### config.mk
export PLATFORM = sky130hd
export DESIGN_NAME = sram_bist_ctrl_flat
export DESIGN_NICKNAME = d
export VERILOG_FILES = /design/src/rtl/sram_bist_ctrl_if.sv /design/src/rtl/sram_bist_ctrl.sv /design/src/flat_wrapper.sv
export SDC_FILE = /design/constraint.sdc
export NUM_CORES = 1
export LEC_CHECK = 0
export BUFFER_PORTS_ARGS = -buffer_cell sky130_fd_sc_hd__buf_2
export CAP_MARGIN = 20
export CORE_MARGIN = 5
export CORE_UTILIZATION = 52
export CTS_BUF_LIST = sky130_fd_sc_hd__clkbuf_8
export DETAILED_ROUTE_END_ITERATION = 16
export PLACE_DENSITY = 0.79
export SYNTH_ARGS = -nofsm -noshare
export SYNTH_HDL_FRONTEND = slang
export SYNTH_SLANG_ARGS = --single-unit
### constraint.sdc
create_clock -name clk -period 2.7 [get_ports clk]
set_input_delay 0.54 -clock clk [delete_from_list [all_inputs] [get_ports clk]]
set_output_delay 0.54 -clock clk [all_outputs]
set_load 0.02 [all_outputs]
### src/rtl/sram_bist_ctrl_if.sv
// SRAM controller request/response bundle between the BIST engine (master) and the controller (slave).
// Handshake: a request transfers on a rising edge where mem & ready are both 1. rw, addr and data_f2s
// stay stable while mem=1. Read data arrives later as a single-cycle rd_valid strobe with data_s2f.
interface sram_bist_ctrl_if #(
   parameter int AW = 18,
   parameter int DW = 16
);
   logic          mem;
   logic          rw;
   logic [AW-1:0] addr;
   logic [DW-1:0] data_f2s;
   logic          ready;
   logic [DW-1:0] data_s2f;
   logic          rd_valid;

   modport master (
      output mem, rw, addr, data_f2s,
      input  ready, data_s2f, rd_valid
   );

   modport slave (
      input  mem, rw, addr, data_f2s,
      output ready, data_s2f, rd_valid
   );
endinterface

### src/rtl/sram_bist_ctrl.sv
// SRAM BIST engine: fill / verify / single-error inject / 3-phase march over 2^AW words.
// Optional first-fail capture (fail_vld/fail_addr/fail_data) when SRAM_BIST_FAIL_LOG_EN is defined.
module sram_bist_ctrl #(
   parameter int AW = 18,
   parameter int DW = 16,
   parameter int EW = 16,
   parameter int IW = 8
) (
   input  logic            clk,
   input  logic            reset,
   input  logic            i_start,
   input  logic [1:0]      i_mode,
   input  logic [1:0]      i_pat,
   input  logic [AW-1:0]   i_inj_addr,
   output logic            o_busy,
   output logic            o_done,
   output logic [EW-1:0]   o_err_cnt,
   output logic [IW-1:0]   o_inj_cnt,
   output logic [2:0]      o_state,
`ifdef SRAM_BIST_FAIL_LOG_EN
   output logic            o_fail_vld,
   output logic [AW-1:0]   o_fail_addr,
   output logic [DW-1:0]   o_fail_data,
`endif
   sram_bist_ctrl_if.master bus
);

   typedef enum logic [2:0] {
      IDLE    = 3'd0,
      WR_REQ  = 3'd1,
      RD_REQ  = 3'd2,
      RD_WAIT = 3'd3,
      NEXT    = 3'd4,
      DONE    = 3'd5
   } state_t;

   state_t        r_state, w_state_nxt;
   logic [1:0]    r_mode, w_mode_nxt;
   logic [1:0]    r_pat, w_pat_nxt;
   logic [1:0]    r_phase, w_phase_nxt;
   logic [AW-1:0] r_addr, w_addr_nxt;
   logic [DW-1:0] r_wdata, w_wdata_nxt;
   logic [EW-1:0] r_err_cnt, w_err_nxt;
   logic [IW-1:0] r_inj_cnt, w_inj_nxt;
   logic          w_mismatch;
   logic          w_start_acc;

   function automatic logic [DW-1:0] pat_word(input logic [AW-1:0] a, input logic [1:0] p,
                                              input logic inv);
      logic [DW-1:0] a_ext;
      logic [DW-1:0] v;
      a_ext = DW'(a);
      case (p)
         2'd0:    v = ~a_ext;
         2'd1:    v = a_ext;
         2'd2:    v = a[0] ? {(DW/2){2'b01}} : {(DW/2){2'b10}};
         default: v = '0;
      endcase
      return inv ? ~v : v;
   endfunction

   // March ph1/ph2 and plain verify are read steps; everything else starts with a write.
   function automatic logic is_read_step(input logic [1:0] m, input logic [1:0] ph);
      return (m == 2'd1) || ((m == 2'd3) && (ph != 2'd0));
   endfunction

   function automatic logic [1:0] last_phase(input logic [1:0] m);
      return (m == 2'd3) ? 2'd2 : 2'd0;
   endfunction

   assign w_start_acc = ((r_state == IDLE) || (r_state == DONE)) && i_start;

   always_ff @(posedge clk) begin
      if (reset) begin
         r_state   <= IDLE;
         r_mode    <= 2'd0;
         r_pat     <= 2'd0;
         r_phase   <= 2'd0;
         r_addr    <= '0;
         r_wdata   <= '0;
         r_err_cnt <= '0;
         r_inj_cnt <= '0;
      end else begin
         r_state   <= w_state_nxt;
         r_mode    <= w_mode_nxt;
         r_pat     <= w_pat_nxt;
         r_phase   <= w_phase_nxt;
         r_addr    <= w_addr_nxt;
         r_wdata   <= w_wdata_nxt;
         r_err_cnt <= w_err_nxt;
         r_inj_cnt <= w_inj_nxt;
      end
   end

   always_comb begin
      w_state_nxt = r_state;
      w_mode_nxt  = r_mode;
      w_pat_nxt   = r_pat;
      w_phase_nxt = r_phase;
      w_addr_nxt  = r_addr;
      w_wdata_nxt = r_wdata;
      w_err_nxt   = r_err_cnt;
      w_inj_nxt   = r_inj_cnt;
      w_mismatch  = 1'b0;
      case (r_state)
         IDLE, DONE: begin
            w_state_nxt = IDLE;
            if (i_start) begin
               w_mode_nxt  = i_mode;
               w_pat_nxt   = i_pat;
               w_phase_nxt = 2'd0;
               w_addr_nxt  = (i_mode == 2'd2) ? i_inj_addr : '0;
               w_wdata_nxt = pat_word(w_addr_nxt, i_pat, i_mode == 2'd2);
               w_state_nxt = (i_mode == 2'd1) ? RD_REQ : WR_REQ;
               case (i_mode)
                  2'd0:    w_inj_nxt = '0;
                  2'd2:    w_inj_nxt = r_inj_cnt + IW'(1);
                  default: w_err_nxt = '0;
               endcase
            end
         end
         WR_REQ: if (bus.ready) w_state_nxt = NEXT;
         RD_REQ: if (bus.ready) w_state_nxt = RD_WAIT;
         RD_WAIT: begin
            if (bus.rd_valid) begin
               w_mismatch = bus.data_s2f !=
                            pat_word(r_addr, r_pat, (r_mode == 2'd3) && (r_phase == 2'd2));
               if (w_mismatch && (r_err_cnt != '1)) w_err_nxt = r_err_cnt + EW'(1);
               // March ph1 follows each read with the inverted write to the same word.
               if ((r_mode == 2'd3) && (r_phase == 2'd1)) begin
                  w_wdata_nxt = pat_word(r_addr, r_pat, 1'b1);
                  w_state_nxt = WR_REQ;
               end else begin
                  w_state_nxt = NEXT;
               end
            end
         end
         NEXT: begin
            if ((r_mode == 2'd2) || ((r_addr == '1) && (r_phase == last_phase(r_mode)))) begin
               w_state_nxt = DONE;
            end else begin
               if (r_addr == '1) begin
                  w_addr_nxt  = '0;
                  w_phase_nxt = r_phase + 2'd1;
               end else begin
                  w_addr_nxt  = r_addr + AW'(1);
               end
               w_wdata_nxt = pat_word(w_addr_nxt, r_pat,
                                      (r_mode == 2'd3) && (w_phase_nxt == 2'd1));
               w_state_nxt = is_read_step(r_mode, w_phase_nxt) ? RD_REQ : WR_REQ;
            end
         end
         default: w_state_nxt = IDLE;
      endcase
   end

   assign o_busy       = (r_state != IDLE) && (r_state != DONE);
   assign o_done       = (r_state == DONE);
   assign o_err_cnt    = r_err_cnt;
   assign o_inj_cnt    = r_inj_cnt;
   assign o_state      = r_state;
   assign bus.mem      = (r_state == WR_REQ) || (r_state == RD_REQ);
   assign bus.rw       = (r_state != WR_REQ);
   assign bus.addr     = r_addr;
   assign bus.data_f2s = r_wdata;

`ifdef SRAM_BIST_FAIL_LOG_EN
   logic          r_fail_vld;
   logic [AW-1:0] r_fail_addr;
   logic [DW-1:0] r_fail_data;

   always_ff @(posedge clk) begin
      if (reset) begin
         r_fail_vld  <= 1'b0;
         r_fail_addr <= '0;
         r_fail_data <= '0;
      end else if (w_start_acc && ((i_mode == 2'd1) || (i_mode == 2'd3))) begin
         r_fail_vld  <= 1'b0;
      end else if (w_mismatch && !r_fail_vld) begin
         r_fail_vld  <= 1'b1;
         r_fail_addr <= r_addr;
         r_fail_data <= bus.data_s2f;
      end
   end

   assign o_fail_vld  = r_fail_vld;
   assign o_fail_addr = r_fail_addr;
   assign o_fail_data = r_fail_data;
`else
   logic w_unused_start_acc;
   assign w_unused_start_acc = w_start_acc;
`endif

endmodule

### src/flat_wrapper.sv
// flat-port wrapper written by rule: the top's interface ports become plain ports
module sram_bist_ctrl_flat 
#(
   parameter int AW = 18,
   parameter int DW = 16,
   parameter int EW = 16,
   parameter int IW = 8
)
  (clk, reset, i_start, i_mode, i_pat, i_inj_addr, o_busy, o_done, o_err_cnt, o_inj_cnt, o_state, bus_mem, bus_rw, bus_addr, bus_data_f2s, bus_ready, bus_data_s2f, bus_rd_valid);
  sram_bist_ctrl_if #(.AW(AW), .DW(DW)) bus_i ();
  input  logic clk;
  input  logic reset;
  input  logic i_start;
  input  logic [1:0] i_mode;
  input  logic [1:0] i_pat;
  input  logic [AW-1:0] i_inj_addr;
  output logic o_busy;
  output logic o_done;
  output logic [EW-1:0] o_err_cnt;
  output logic [IW-1:0] o_inj_cnt;
  output logic [2:0] o_state;
  output wire logic [$bits(bus_i.mem)-1:0] bus_mem;
  output wire logic [$bits(bus_i.rw)-1:0] bus_rw;
  output wire logic [$bits(bus_i.addr)-1:0] bus_addr;
  output wire logic [$bits(bus_i.data_f2s)-1:0] bus_data_f2s;
  input wire logic [$bits(bus_i.ready)-1:0] bus_ready;
  input wire logic [$bits(bus_i.data_s2f)-1:0] bus_data_s2f;
  input wire logic [$bits(bus_i.rd_valid)-1:0] bus_rd_valid;
  assign bus_mem = bus_i.mem;
  assign bus_rw = bus_i.rw;
  assign bus_addr = bus_i.addr;
  assign bus_data_f2s = bus_i.data_f2s;
  assign bus_i.ready = bus_ready;
  assign bus_i.data_s2f = bus_data_s2f;
  assign bus_i.rd_valid = bus_rd_valid;
  sram_bist_ctrl #(.AW(AW), .DW(DW), .EW(EW), .IW(IW)) u_core (.clk(clk), .reset(reset), .i_start(i_start), .i_mode(i_mode), .i_pat(i_pat), .i_inj_addr(i_inj_addr), .o_busy(o_busy), .o_done(o_done), .o_err_cnt(o_err_cnt), .o_inj_cnt(o_inj_cnt), .o_state(o_state), .bus(bus_i));
endmodule
# After elaboration in Yosys (flattened, before gate mapping)
# Index checks and enable logic that the tools add are counted.
[totals]
ff_bits = 67
out_inout_bits = 65
elab_cells = 130
[classes]
addsub = 4
n_eq_ne = 31
n_mux = 52
bitwise = 7
reduce_logical = 28
[op_table]
columns = ["operator", "n"]
rows = [
  ["16-bit 2-to-1 mux", 23],
  ["16-bit one-hot mux with 3 select lines", 4],
  ["16-bit inverter", 7],
  ["18-bit 2-to-1 mux", 6],
  ["18-bit one-hot mux with 2 select lines", 1],
  ["16-bit one-hot mux with 2 select lines", 1],
  ["18-bit by 1-bit adder with 18-bit output, second input constant", 1],
  ["18-bit == test, second input constant", 1],
  ["3-bit 2-to-1 mux", 6],
  ["16-bit by 1-bit adder with 16-bit output, second input constant", 1],
  ["2-bit 2-to-1 mux", 8],
  ["16-bit inequality test", 1],
  ["16-bit inequality test, second input constant", 1],
  ["8-bit one-hot mux with 2 select lines", 1],
  ["3-bit one-hot mux with 5 select lines", 1],
  ["2-bit by 1-bit == test with 1-bit output, second input constant", 6],
  ["2-bit == test, second input constant", 6],
  ["2-bit inequality test, second input constant", 6],
  ["5-bit AND reduction", 2],
  ["3-bit AND reduction", 3],
  ["8-bit by 1-bit adder with 8-bit output, second input constant", 1],
  ["2-bit nonzero test", 4],
  ["1-bit logical AND", 7],
  ["3-bit by 2-bit == test with 1-bit output, second input constant", 2],
  ["other kinds (14)", 22],
]

# Longest topological paths before layout
# Gate-level depths: netlist of the first run.
[logic_depth]
word_depth = 15
ltp_mapped = 12

# Least setup slack after synthesis of the first run
# No wires, ideal clock.
[synth_path]
kind = "register -> register"
start = "register u_core.r_pat[0]"
end = "register u_core.r_err_cnt[14] (netlist: u_core.o_err_cnt[14])"
setup_ns = 0.127
t_arrival_ns = 2.546
required_ns = 2.573
path_slack_ns = 0.027
path_stages_with_launch = 11
n_path_buf = 2
path_cell_list = "dfxtp_1 buf_4 or3b_1 o21ai_0 xor2_1 or4_1 a22o_1 nor3_4 buf_4 o41ai_1 o21bai_1"
[synth_between]
elab_chain_len = 10
word_cells_on_any_way = 12
cone_classes = "4 x eq/ne; 4 x mux; 1 x bitwise; 3 x reduce/logical"
[synth_lines]
columns = ["element", "line_no", "source"]
rows = [
  ["from (decl)", "sram_bist_ctrl.sv:39", "logic [1:0] r_pat, w_pat_nxt;"],
  ["from (signal assigned)", "sram_bist_ctrl.sv:86", "r_pat <= w_pat_nxt;"],
  ["2-bit == test (tied with other cells)", "sram_bist_ctrl.sv:53", "case (p)"],
  ["16-bit one-hot mux with 3 select lines (*)", "sram_bist_ctrl.sv:53", ""],
  ["16-bit 2-to-1 mux (*)", "sram_bist_ctrl.sv:125", "if (bus.rd_valid) begin"],
  ["16-bit 2-to-1 mux (*)", "sram_bist_ctrl.sv:105", "case (r_state)"],
  ["16-bit inverter", "sram_bist_ctrl.sv:59", "return inv ? ~v : v;"],
  ["16-bit 2-to-1 mux (*)", "sram_bist_ctrl.sv:59", ""],
  ["16-bit inequality test (*)", "sram_bist_ctrl.sv:126", "w_mismatch = bus.data_s2f !="],
  ["1-bit logical AND (*)", "sram_bist_ctrl.sv:128", "if (w_mismatch && (r_err_cnt != '1)) w_err_nxt = r_err_cnt + EW'(1);"],
  ["2-bit by 1-bit inequality test with 1-bit output (no line) (*)", "--", ""],
  ["5-bit AND reduction (no line) (*)", "--", ""],
  ["to (signal assigned)", "sram_bist_ctrl.sv:90", "r_err_cnt <= w_err_nxt;"],
  ["to (decl)", "sram_bist_ctrl.sv:43", "logic [EW-1:0] r_err_cnt, w_err_nxt;"],
]
# Mark *: on every way between the ends. The rest lies on a longest branch, timed or not. The select of a mux whose other input is x is not followed.
# A chain may end at the register's enable or synchronous reset.

# Worst setup path after layout of the first run
[layout_path]
start = "register u_core.r_addr[0] (netlist: u_core.bus.addr[0])"
end = "register u_core.r_err_cnt[11] (netlist: u_core.o_err_cnt[11])"
[layout_between]
elab_chain_len = 10
word_cells_on_any_way = 11
cone_classes = "2 x eq/ne; 5 x mux; 2 x bitwise; 2 x reduce/logical"
[layout_lines]
columns = ["element", "line_no", "source"]
rows = [
  ["from (decl)", "sram_bist_ctrl.sv:41", "logic [AW-1:0] r_addr, w_addr_nxt;"],
  ["from (signal assigned)", "sram_bist_ctrl.sv:88", "r_addr <= w_addr_nxt;"],
  ["16-bit 2-to-1 mux or 16-bit inverter (tied branches)", "sram_bist_ctrl.sv:56, sram_bist_ctrl.sv:54", ""],
  ["16-bit one-hot mux with 3 select lines (*)", "sram_bist_ctrl.sv:53", ""],
  ["16-bit 2-to-1 mux (*)", "sram_bist_ctrl.sv:125", ""],
  ["16-bit 2-to-1 mux (*)", "sram_bist_ctrl.sv:105", ""],
  ["16-bit inverter", "sram_bist_ctrl.sv:59", ""],
  ["16-bit 2-to-1 mux (*)", "sram_bist_ctrl.sv:59", ""],
  ["16-bit inequality test (*)", "sram_bist_ctrl.sv:126", ""],
  ["1-bit logical AND (*)", "sram_bist_ctrl.sv:128", ""],
  ["2-bit by 1-bit inequality test with 1-bit output (no line) (*)", "--", ""],
  ["5-bit AND reduction (no line) (*)", "--", ""],
]
# Marks and branches as above.

==> flow_summary.json, run 1 <==
{
  "status": "complete, but fails checks",
  "violations": "negative setup slack",
  "first_iter_violations": 752,
  "slowest_stage": "or3b_4",
  "first_pass_iters": 6,
  "fp.dieArea_mm2": 0.0125,
  "synth_warnings": 0,
  "dp_cells": 1024,
  "slew_viol_final": 0,
  "setup_ws_ns": -0.0612,
  "via_per_inst": 6.26,
  "via_count": 6571,
  "yosysTopAreaCell": "dfxtp_1",
  "cts_sinks": 67,
  "initial_core_util": 0.527,
  "finalNonFillerCells": 1050,
  "syn_area_per_cell_um2": 7.37,
  "hold_violations": 0,
  "tightest_slew_ns": 0.713,
  "grt_max_degree": 41,
  "drt-total-wl_mm": 20.8,
  "drive_gt1_frac": 0.303,
  "rsz0062_at_grt": "true",
  "synthesis.area_mm2": 0.00539,
  "pre_cts_slack_ns": -0.176,
  "stdcell_area_mm2": 0.00722,
  "drtAntennaViolNets": 0,
  "power_leakage_nw": 3.02,
  "cap_violations": 0,
  "clockBufferDepth": 2,
  "fin_crit_ns": 2.76,
  "powerDensity_mw_per_mm2": 698,
  "ys_ff_latch": 67,
  "synth_cell_types": 73,
  "setup_viol": 7,
  "synth_edf_count": 0,
  "synth-seq-area-share": 0.249,
  "area_growth_pct": 33.9,
  "num_antenna_cells": 0,
  "finalNetCount": 957,
  "critPathKind": "flop to flop",
  "cts_max_level": 3,
  "clk_latency_ns": 0.36,
  "cts_tree": "built",
  "synth_ff_type": "dfxtp_1",
  "track_usage": 0.324,
  "ir_drop_mv": 0.455,
  "crit_buf_inv": 3,
  "io_pins": 108,
  "cpPeakStageDelay_ns": 0.43,
  "drc": 0,
  "place_hpwl_mm": 15.7,
  "antenna_found_initial": 0,
  "place_area_mm2": 0.00667,
  "cts_hold_buf": 0,
  "gr-total-overflow": 0,
  "relSlewSlack": 0.525,
  "synthesis.nets": 779,
  "grt_pass1_wl_mm": 33.0,
  "crit_path_cell_trace": "or3b_4 > buf_4 > o21ai_1 > xor2_1 > mux2_2 > nand4_1 > nor3_4 > buf_12 > buf_8 > o311ai_0 > o21ai_0",
  "final_common_cell": "buf_2",
  "worst_ep_arrival_time_ns": 2.98,
  "chipWidth_um": 112,
  "synth_top_area_share": 0.249,
  "cp_max_fo": 6,
  "die_h_um": 112,
  "mostFrequentLayoutCells": "107 x buf_2, 103 x nor2_1, 102 x buf_4, 63 x dfxtp_1, 44 x nand2_1",
  "clock_skew_ns": 0.0139,
  "clkTransAtPathRegs_ns": 0.09,
  "crit_path_end_kind": "flop",
  "start_kind": "flop",
  "routedWlPerCell_um": 19.8,
  "timing.fmax_mhz": 362,
  "gp_congestion": 0.982,
  "period_share": 1.02,
  "required_ns": 2.92,
  "port_buffers": 107,
  "grt_pass1_vias": 6259,
  "root_buffer": "clkbuf_8",
  "critPathTopFamily": "simple AND/OR/NAND/NOR gates",
  "std_cell_rows": 37,
  "numCtsBuffers": 9,
  "ys_async_sr_fraction": 0,
  "min_path_type": "input pin to flop",
  "synth_cells": 731,
  "post-route-util": 0.705,
  "synth_area_leaders": "dfxtp_1 25%, nor2_1 7.2%, xor2_1 6.3%",
  "design.core.area_mm2": 0.0102
}
## sequential cells by signal, summed over array words and instances, names as in the netlist
register	flops
u_core.bus.addr	18
u_core.bus.data_f2s	16
u_core.o_err_cnt	16
u_core.o_inj_cnt	8
u_core.o_state	3
u_core.r_mode	2
u_core.r_pat	2
u_core.r_phase	2
## cells by family (layout without fill, tap and decap cells)
group | after synthesis | count (layout) | synth area share
adders and majority gates | 5 | 5 | 0.0116
and+or+nand+nor | 285 | 285 | 0.257
DFF | 67 | 67 | 0.249
muxes | 19 | 19 | 0.0355
xor gates and xnor gates | 65 | 65 | 0.107
buffers and inverters | 70 | 252 | 0.0562
AOI/OAI and AO/OA | 220 | 221 | 0.284
## synthesized netlist by cell type, drive strengths merged, types with 6 or more instances
cell type and count:
nor2 104, nor4 11, a22oi 6, nand2 44, and3 8, nand3 44
o31ai 6, o22ai 9, xor2 39, mux2i 18, nor3 23, nand4 13
a21oi 40, and2 7, a31oi 17, o221ai 7, o21ai 39, o211ai 8
nand2b 9, dfxtp 67, a311oi 12, a211oi 22, inv 15, clkbuf 39
buf 14, xnor2 26
## final timing paths
kind	from	to	slack, ns	cells after the start
setup / recovery	u_core.bus.addr[0]	u_core.o_err_cnt[11]	-0.06	11
hold / removal	i_inj_addr[15]	u_core.bus.addr[15]	0.47	3
setup reg to reg	u_core.bus.addr[0]	u_core.o_err_cnt[11]	-0.06	11
hold reg to reg	u_core.bus.data_f2s[6]	u_core.bus.data_f2s[6]	0.50	2
## per-stage QoR
step / setup TNS, ns / total power [W] / hold slack (ns)
final: -0.237 / 0.00504 / 0.474
after global placement: -0.385 / 0.00383 / 0.487
after CTS: -0.243 / 0.00490 / 0.470
after global routing: -1.39 / 0.00532 / 0.485
after floorplan: 0 / 0.00281 / 0.556
after detailed placement: -1.61 / 0.00387 / 0.500
## worst min-delay path: stages
cell	delay [ns]
buf_2	0.11
nand3_1	0.06
a311oi_1	0.08
## cell type report
| type | count | area (µm²) |
|---|---|---|
| Multi-Input combinational cell | 595 | 3950 |
| Fill cell | 869 | 3020 |
| Timing Repair Buffer | 219 | 1470 |
| Sequential cell | 67 | 1350 |
| Tap cell | 136 | 170 |
| Clock buffer | 9 | 124 |
| Clock inverter | 7 | 93.8 |
| Inverter | 17 | 63.8 |
## what timing repair did
action / CTS / global route
setup endpoints to repair: 19 / 33
gates resized for setup: 27 / 28
pin swaps: 10 / 13
buffers inserted: 5 / 4
cloned: 1 / 0
endpoints found under the hold margin: 0 / 0
## where the power goes
| group | switching, W | internal, W |
|---|---|---|
| combinational | 0.00162 | 0.00115 |
| clock | 0.000434 | 0.000518 |
| sequential | 0.000167 | 0.00114 |
| total | 0.00222 | 0.00282 |
## per-layer routing
metal,wire (µm),vias to the layer above,GRT usage
li1,-,3074,-
met5,0,-,0
met3,1750,62,0.0668
met1,8600,3065,0.421
met2,9670,370,0.530
met4,827,0,0.124
Power figures use the tool's default switching activity.
==> inputs of run 2 (changes only) <==
- CORE_UTILIZATION: 52 -> 51
- CTS_BUF_LIST: sky130_fd_sc_hd__clkbuf_8 -> sky130_fd_sc_hd__clkbuf_16
- PLACE_DENSITY: 0.79 -> 0.78
==> flow_summary.json, run 2 (synthesis gave the netlist of run 1 again) <==
{
  "place_hpwl_mm": 15.4,
  "min_path_type": "input pin to flop",
  "required_ns": 2.98,
  "slew_viol_final": 0,
  "fp.dieArea_mm2": 0.0127,
  "area_growth_pct": 32.3,
  "tightest_slew_ns": 0.598,
  "critPathKind": "flop to flop",
  "powerDensity_mw_per_mm2": 742,
  "power_frac_seq": 0.247,
  "numCtsBuffers": 9,
  "clk_latency_ns": 0.34,
  "finalNetCount": 937,
  "rsz0062_at_grt": "true",
  "final_common_cell": "buf_2",
  "routedWlPerCell_um": 20.0,
  "mostFrequentLayoutCells": "107 x buf_2, 103 x nor2_1, 84 x buf_4, 64 x dfxtp_1, 44 x nand2_1",
  "num_antenna_cells": 0,
  "antenna_found_initial": 0,
  "setup_viol": 0,
  "via_per_inst": 6.43,
  "status": "complete, no violations",
  "port_buffers": 107,
  "power_frac_comb": 0.511,
  "clkPwrFrac": 0.242,
  "drt-total-wl_mm": 20.6,
  "gp_congestion": 1.06,
  "fillCellCount": 849,
  "pre_cts_slack_ns": -0.109,
  "root_buffer": "clkbuf_16",
  "grt_max_degree": 41,
  "drtAntennaViolNets": 0,
  "finalPower_w": 0.00529,
  "worst_ep_arrival_time_ns": 2.96,
  "clockBufferDepth": 2,
  "relSlewSlack": 0.600,
  "cts_hold_buf": 0,
  "design.core.area_mm2": 0.0103,
  "io_pins": 108,
  "ir_drop_mv": 0.403,
  "std_cell_rows": 37,
  "timing.fmax_mhz": 373,
  "start_kind": "flop",
  "holdWs_ns": 0.496,
  "cts_max_level": 3,
  "power_switching_w": 0.00223,
  "clock_skew_ns": 0.00719,
  "swShare": 0.422,
  "largest_reg_flops": 18,
  "finalNonFillerCells": 1030,
  "first_iter_violations": 1028,
  "drc": 0,
  "first_pass_iters": 6,
  "grt_pass1_wl_mm": 31.9,
  "chipWidth_um": 113,
  "power_leakage_nw": 2.95,
  "track_usage": 0.309,
  "via_count": 6624,
  "die_h_um": 113,
  "period_share": 0.993,
  "drive_gt1_frac": 0.283,
  "setup_ws_ns": 0.0186,
  "hold_violations": 0,
  "cts_tree": "built",
  "cp_max_fo": 6,
  "crit_path_end_kind": "flop",
  "final.setup.tns_ns": 0,
  "grt_pass1_vias": 6130,
  "clkTransAtPathRegs_ns": 0.06,
  "cap_violations": 0,
  "cts_sinks": 67,
  "initial_core_util": 0.522,
  "dp_cells": 1005,
  "gr-total-overflow": 0,
  "p_int_w": 0.00306,
  "fin_crit_ns": 2.68
}
## run 2: cell count changes in the layout (fill, tap and decap cells not counted), sizes merged
cell      previous run  this run
a311oi              13        12
o211ai               8         9
inv                 16        17
buf                219       197
bufbuf               0         1
clkinvlp             1         0
clkbuf               9        10
## run 2: power groups by stage
stage / Combinational [W] / Sequential (W) / Clock [W]
2_1_floorplan: 0.00135 / 0.00146 / 0
3_3_place_gp: 0.00243 / 0.00130 / 0
3_5_place_dp: 0.00247 / 0.00131 / 0
4_1_cts: 0.00253 / 0.00129 / 0.00129
5_1_grt: 0.00290 / 0.00132 / 0.00133
6_report: 0.00270 / 0.00131 / 0.00128
## run 2: cell type report
cell class	instances	area, µm²	share of cell area
clock buffers	9	225	0.0316
flip-flops and latches	67	1350	0.189
multi-input cells	595	3920	0.549
repair buffers	199	1320	0.185
inverters	17	63.8	0.00895
well taps	136	170	0.0239
clock inverters	7	90.1	0.0126
## run 2: critical path, cell delays in order, from the launching register on
cell and delay (ns):
dfxtp_4 0.37, buf_12 0.14, xor2_1 0.15, a21oi_1 0.28, xnor2_1 0.12, or4_1 0.47
a22o_1 0.30, nor3_4 0.29, buf_6 0.17, buf_4 0.10, o31a_1 0.12, a31o_2 0.10
## run 2: final timing paths
path                                start                      end  slack, ns  cells after the start
setup / recovery          u_core.r_pat[0]      u_core.o_err_cnt[6]       0.02                     11
hold / removal              i_inj_addr[5]       u_core.bus.addr[5]       0.50                      3
setup reg to reg          u_core.r_pat[0]      u_core.o_err_cnt[6]       0.02                     11
hold reg to reg   u_core.bus.data_f2s[13]  u_core.bus.data_f2s[13]       0.50                      2
## run 2: timing repair
item,CTS,global route
cloned,1,2
pin swaps,2,8
resized for setup,14,25
endpoints found under the setup margin,16,29
buffers inserted,2,4
## run 2: per-layer routing
layer	track usage	vias to the layer above	routed length (µm)
li1	-	3046	-
met2	0.496	444	9400
met5	0	-	0
met4	0.135	0	917
met1	0.397	3061	8260
met3	0.0711	73	2060
## run 2: stage by stage
stage	utilization	instance area (µm²)
floorplan	-	5390
detailed placement	0.633	6530
finish	0.691	7130
CTS	0.672	6940
global route	0.691	7130
global placement	0.633	6530
